<file path="config.mk">
export PLATFORM = sky130hd
export DESIGN_NAME = pipe_hazard_ctrl
export DESIGN_NICKNAME = d
export VERILOG_FILES = /design/src/rtl/pipe_hazard_ctrl.sv
export SDC_FILE = /design/constraint.sdc
export NUM_CORES = 1
export LEC_CHECK = 0
export ABC_AREA = 1
export CORE_MARGIN = 4
export CORE_UTILIZATION = 35
export DETAILED_ROUTE_END_ITERATION = 10
export DONT_BUFFER_PORTS = 1
export GPL_TIMING_DRIVEN = 0
export PLACE_DENSITY = 0.52
export SETUP_SLACK_MARGIN = 0.05
export SYNTH_ARGS = -nofsm -noshare
export SYNTH_HDL_FRONTEND = slang
export SYNTH_SLANG_ARGS = --single-unit
</file>
<file path="constraint.sdc">
create_clock -name clk -period 2.1 [get_ports clk]
set_clock_uncertainty 0.2 [all_clocks]
set_input_delay 0.21 -clock clk [delete_from_list [all_inputs] [get_ports clk]]
set_output_delay 0.21 -clock clk [all_outputs]
set_load 0.03 [all_outputs]
</file>
<file path="src/rtl/pipe_hazard_ctrl.sv">
// Pipeline hazard controller: stall/flush/bubble generation, operand forward select and halt drain.
// Optional build macro PIPE_FORWARD_EN enables EX/MEM and MEM/WB operand forwarding.
module pipe_hazard_ctrl (
    input  logic        clk,
    input  logic        rst,
    input  logic [4:0]  id_rs1,
    input  logic [4:0]  id_rs2,
    input  logic        id_use1,
    input  logic        id_use2,
    input  logic        id_halt,
    input  logic [4:0]  ex_rdst,
    input  logic        ex_wren,
    input  logic        ex_load,
    input  logic        ex_redirect,
    input  logic [4:0]  mem_rdst,
    input  logic        mem_wren,
    input  logic [4:0]  wb_rdst,
    input  logic        wb_wren,
    input  logic        wb_halt,
    input  logic        mem_busy,
    output logic        stall_if,
    output logic        stall_id,
    output logic        stall_ex,
    output logic        stall_mem,
    output logic        flush_id,
    output logic        bubble_ex,
    output logic [1:0]  fwd_a,
    output logic [1:0]  fwd_b,
    output logic        halted,
    output logic [15:0] stall_cnt
);

    typedef enum logic [1:0] {StRun, StDrain, StHalted} state_e;

    state_e      state_q, state_d;
    logic [15:0] stall_cnt_q, stall_cnt_d;

    // x0 is hardwired to zero, so it never creates a dependency.
    function automatic logic reg_hit(input logic [4:0] rd, input logic wren,
                                     input logic use_flag, input logic [4:0] rs);
        return wren && use_flag && (rd != 5'd0) && (rd == rs);
    endfunction

    logic ex_hit1, ex_hit2, mem_hit1, mem_hit2, wb_hit1, wb_hit2;
    logic load_use, data_stall;
    logic [1:0] fwd_a_sel, fwd_b_sel;

    always_comb begin
        ex_hit1  = reg_hit(ex_rdst, ex_wren, id_use1, id_rs1);
        ex_hit2  = reg_hit(ex_rdst, ex_wren, id_use2, id_rs2);
        mem_hit1 = reg_hit(mem_rdst, mem_wren, id_use1, id_rs1);
        mem_hit2 = reg_hit(mem_rdst, mem_wren, id_use2, id_rs2);
        wb_hit1  = reg_hit(wb_rdst, wb_wren, id_use1, id_rs1);
        wb_hit2  = reg_hit(wb_rdst, wb_wren, id_use2, id_rs2);
        load_use = ex_load && (ex_hit1 || ex_hit2);
`ifdef PIPE_FORWARD_EN
        data_stall = load_use;
        // The younger producer (EX) holds the newer value and wins.
        fwd_a_sel  = ex_hit1 ? 2'b01 : (mem_hit1 ? 2'b10 : 2'b00);
        fwd_b_sel  = ex_hit2 ? 2'b01 : (mem_hit2 ? 2'b10 : 2'b00);
`else
        data_stall = load_use || ex_hit1 || ex_hit2 || mem_hit1 || mem_hit2 ||
                     wb_hit1 || wb_hit2;
        fwd_a_sel  = 2'b00;
        fwd_b_sel  = 2'b00;
`endif
    end

    always_comb begin
        state_d   = state_q;
        stall_if  = 1'b0;
        stall_id  = 1'b0;
        stall_ex  = 1'b0;
        stall_mem = 1'b0;
        flush_id  = 1'b0;
        bubble_ex = 1'b0;
        fwd_a     = 2'b00;
        fwd_b     = 2'b00;
        halted    = 1'b0;
        if (!rst) begin
            fwd_a = fwd_a_sel;
            fwd_b = fwd_b_sel;
            unique case (state_q)
                StRun: begin
                    if (mem_busy) begin
                        stall_if  = 1'b1;
                        stall_id  = 1'b1;
                        stall_ex  = 1'b1;
                        stall_mem = 1'b1;
                    end else if (ex_redirect) begin
                        // The halting instruction in ID is on the wrong path.
                        flush_id  = 1'b1;
                        bubble_ex = 1'b1;
                    end else if (data_stall) begin
                        stall_if  = 1'b1;
                        stall_id  = 1'b1;
                        bubble_ex = 1'b1;
                    end else if (id_halt) begin
                        state_d = StDrain;
                    end
                end
                StDrain: begin
                    stall_if = 1'b1;
                    flush_id = 1'b1;
                    if (mem_busy) begin
                        stall_id  = 1'b1;
                        stall_ex  = 1'b1;
                        stall_mem = 1'b1;
                    end
                    if (wb_halt) state_d = StHalted;
                end
                StHalted: begin
                    halted   = 1'b1;
                    stall_if = 1'b1;
                    stall_id = 1'b1;
                    flush_id = 1'b1;
                end
                default: state_d = StRun;
            endcase
        end
    end

    always_comb begin
        stall_cnt_d = stall_cnt_q;
        if (stall_if && (stall_cnt_q != 16'hFFFF)) stall_cnt_d = stall_cnt_q + 16'd1;
    end

    assign stall_cnt = stall_cnt_q;

    always_ff @(posedge clk) begin
        if (rst) begin
            state_q     <= StRun;
            stall_cnt_q <= 16'd0;
        end else begin
            state_q     <= state_d;
            stall_cnt_q <= stall_cnt_d;
        end
    end

endmodule

</file>
After elaboration in Yosys (flattened, before gate mapping)
Index checks and enable logic that the tools add are counted.

Register bits after elaboration: 18. Input port bits: 37. Output and inout bits: 27. Logic and storage cells: 78.

Add/subtract/negate cells: 1. Equal/unequal tests: 14. Multiplexer cells: 26. Bitwise gates (word level): 1. Reductions and logical operators: 34.

Operators with widths (number): 5-bit == test (6); 1-bit logical AND (20); 1-bit 2-to-1 mux (17); 16-bit by 1-bit adder with 16-bit output, second input constant (1); 16-bit != test, second input constant (1); 5-bit nonzero test (3); 2-bit 2-to-1 mux (5); 2-bit != test, second input constant (5); 1-bit logical OR (7); 2-bit case mux with 3 select lines (1); 6-bit AND reduction (1); 1-bit case mux with 2 select lines (2); 2-bit OR reduction (2); 1-bit case mux with 3 select lines (1); 2-bit by 1-bit == test with 1-bit output, second input constant (1); 2-bit == test, second input constant (1); 2-bit zero test (1); 1-bit NOT (1).

Depth between registers and ports, before layout
Word-level depth: 17. Gate-level depth with buffers: 14. Mapped depth without buffers: 14.

Worst setup path before layout
Ideal clock, no wire load.

Path type: register to register. Start: register stall_cnt_q[0], in the netlist stall_cnt[0]. End: register stall_cnt_q[14], in the netlist stall_cnt[14]. Setup time: 0.132 ns. Arrival time: 1.844 ns. Required time: 1.768 ns. Path slack: -0.076 ns. Cell stages (with the launch flop): 10. Path buffers: 1. Clock period less this slack: 2.176 ns. Cells stage by stage: dfxtp_1 -> ha_1 -> nand3_1 -> inv_2 -> nand4_1 -> nor2_2 -> nand4_4 -> clkbuf_1 -> nand4_1 -> a21oi_1.

Word-level cells in the longest chain between the ends: 2. Elaborated cells on any way between the ends: 3. Classes of those cells: add/sub: 1; eq/ne: 1; reduce/logical: 1.

Ends and longest elaborated chain: start, declared (line 36) `logic [15:0] stall_cnt_q, stall_cnt_d;`; start signal, assigned (line 136) `stall_cnt_q <= stall_cnt_d;`; parallel branches: the longest is 2 deep, another holds 16-bit by 1-bit adder with 16-bit output.

Parallel ways; which one is timed is not known. A chain may end at the register's enable or synchronous reset.

Final worst setup path
Start: register stall_cnt_q[0], in the netlist stall_cnt[0]. End: register stall_cnt_q[5], in the netlist stall_cnt[5].

The elaborated chain is that of the path after synthesis.

==> results.yml <==
sta:
  post-route-period-util_pct: 93.1
  fin_crit_ps: 1950
  final_hold_viol_count: 0
  finalMaxSlewViolations: 0
  rsz0062_at_grt: "true"
  setup_slack_ps: 146
  finalSetupViolations: 0
  worstMarginPinSlew_ps: 660
  fmax_mhz: 512
  slew_headroom_pct: 56.0
grt:
  grt.total_usage_pct: 17.2
  antenna_found_initial: 0
  grt.overflow.total: 0
  grt_max_degree: 11
  grt_pass1_vias: 1914
  grt_pass1_wl_um: 8800
power_and_ir_drop:
  ir_drop_mv: 0.267
  power_leakage_nw: 1.10
  power_density_nw_per_um2: 453
detailed_routing:
  drt_iter0_markers: 69
  routed-via-count: 2029
  totalWireLength_um: 5540
  drc_errors: 0
  post_drt_wl_per_cell_um: 13.4
  avgViaCountPerCell: 4.91
  drt-pass1-iter-count: 4
  antenna_left: 0
floorplan:
  core-area_um2: 5110
  initial_core_util_pct: 36.2
  ios: 64
  die_w_um: 80.6
  rows: 26
  die_h_um: 80.6
  die_area_um2: 6500
synth:
  yosys_warnings: 0
  netlist_instances: 326
  syn_area_um2: 1850
  async_reset_ff_share_pct: 0
  synth_cell_types: 25
  syn_avg_cell_area_um2: 5.66
  synthFlopType: "dfxtp_1"
  synth_edf_count: 0
  synth-seq-cells: 18
  yosysSeqAreaShare_pct: 19.5
clock_network:
  cts-root-buf: "clkbuf_8"
  cts_hold_buf: 0
  clk_pin_slew_worst_paths_ps: 80
  cts_inserted_buffers: 3
  clock_sinks: 18
  clk-insertion-delay-late_ps: 270
  cts_tree: "built"
  htreeDepth: 1
  cts_buffer_depth: 2
setup_path:
  worstPathRequired_ps: 2080
  slowest_delay_ps: 440
  critPathKind: "flop to flop"
  path_cells: "ha_4 -> nand3_4 -> inv_2 -> nand4_1 -> nor2_2 -> nand4_4 -> nand3_4 -> clkbuf_16 -> nand2_1 -> a21oi_1"
  reg2reg_slack_ps: 150
  critPathSlowestCell: "dfxtp_4"
  worstPathArrival_ps: 1940
  end_kind: "flop"
  crit_top_cell: "nand3_4"
  worstSetupStartpointType: "flop"
  crit_fanout: 5
cells_and_area:
  n_antenna_cell: 0
  layout-drive-gt1-share_pct: 19.0
  final_cell_mix: "nand2_1, inv_1, nor2_1"
  syn_to_final_growth_pct: 24.9
  final_common_cell: "nand2_1"
  fin_cells: 413
  nNetsFinal: 387
  num-fill-cells: 567
worst_hold_path:
  holdCritPathClass: "input pin to flop"
place:
  dp_cells: 399
  place_congestion: 0.795
  port_buffers: 0
  dp_hpwl_um: 4280
  place_ws_ps: -295
outcome:
  outcome: "complete, no violations"
run:
  maxCapViolations: 0
[cell usage after synthesis, types with 2 or more instances]
library cell | instances | share of area [%]
nor2_2 | 3 | 1.0
dfxtp_1 | 18 | 20
nand2_1 | 121 | 25
nor2_1 | 34 | 6.9
nand3_1 | 18 | 4.9
a21oi_1 | 20 | 5.4
o21ai_0 | 5 | 1.4
nor3_1 | 6 | 1.6
nand4_1 | 17 | 5.8
inv_1 | 38 | 7.7
inv_2 | 5 | 1.0
ha_1 | 6 | 4.1
nor4_1 | 2 | 0.68
buf_4 | 6 | 2.4
clkbuf_1 | 4 | 0.81
xnor2_1 | 8 | 3.8
xor2_1 | 7 | 3.3
[where the power goes]
group,leakage [nW],total (mW),internal (mW),switching [mW]
Combinational,0.921,0.367,0.143,0.225
Sequential,0.154,0.373,0.347,0.0263
Clock,0.0288,0.304,0.167,0.137
Total,1.10,1.04,0.657,0.388
[final cells by class]
type	count	area [um2]	area share, %
Clock buffer	4	55.1	2.39
Multi-Input combinational cell	257	1400	60.7
Tap cell	70	87.6	3.80
Inverter	43	165	7.16
Timing Repair Buffer	10	105	4.56
Buffer	11	100	4.34
Sequential cell	18	394	17.1
[flip-flops by register name, indices dropped and copies added, names as in the netlist]
signal / flops
stall_cnt: 16
state_q: 2
[per-layer routing]
metal | track usage (%) | routed length, um | up-vias
met5 | 0 | 0 | -
met1 | 20.1 | 2430 | 912
met4 | 4.56 | 49 | 0
met2 | 30.0 | 2690 | 48
li1 | - | - | 1064
met3 | 5.61 | 377 | 5
[path summary, 6_finish.rpt]
| check | cells after the start | endpoint | from |
|---|---|---|---|
| min reg2reg | 2 | state_q[1] | state_q[1] |
| max reg2reg | 10 | stall_cnt[5] | stall_cnt[0] |
| max | 10 | stall_cnt[5] | stall_cnt[0] |
| min | 4 | stall_cnt[11] | rst |
[stage by stage]
stage | hold slack [ps] | total power, mW | util (%) | cell area (um2) | setup TNS, ps
floorplan | 258 | 0.621 | - | 1870 | 0
global placement | 286 | 0.673 | 38.3 | 1960 | -4100
detailed placement | 293 | 0.675 | 38.3 | 1960 | -4180
CTS | 86.2 | 1.02 | 42.4 | 2170 | 0
global route | 106 | 1.10 | 45.2 | 2310 | -8.67
finish | 94.0 | 1.04 | 45.2 | 2310 | 0
[what timing repair did]
action	CTS	global route
hold endpoints to repair	0	0
buffers inserted	4	5
pin swaps	4	3
resized for setup	31	21
cloned	0	1
endpoints found under the setup margin	22	20
[cells by family (layout without fill, tap and decap cells)]
kind of cell	Yosys count	count (layout)	synth area share, %
AND/OR/NAND/NOR	206	206	49.4
buffers and inverters	54	68	12.6
AO/OA/AOI/OAI	26	26	7.11
flip-flops	18	18	19.5
XOR/XNOR	15	15	7.11
adder cells (fa/ha/maj)	6	6	4.06
other	1	4	0.203
[worst max-delay path: cells and delay by family (launching register included)]
kind            cells  cell delay (ps)
simple gates        6              720
flops               1              440
buf+inv             2              230
fa+ha+maj           1              180
compound gates      1              110
No activity file was read; power rests on OpenSTA's default activity.
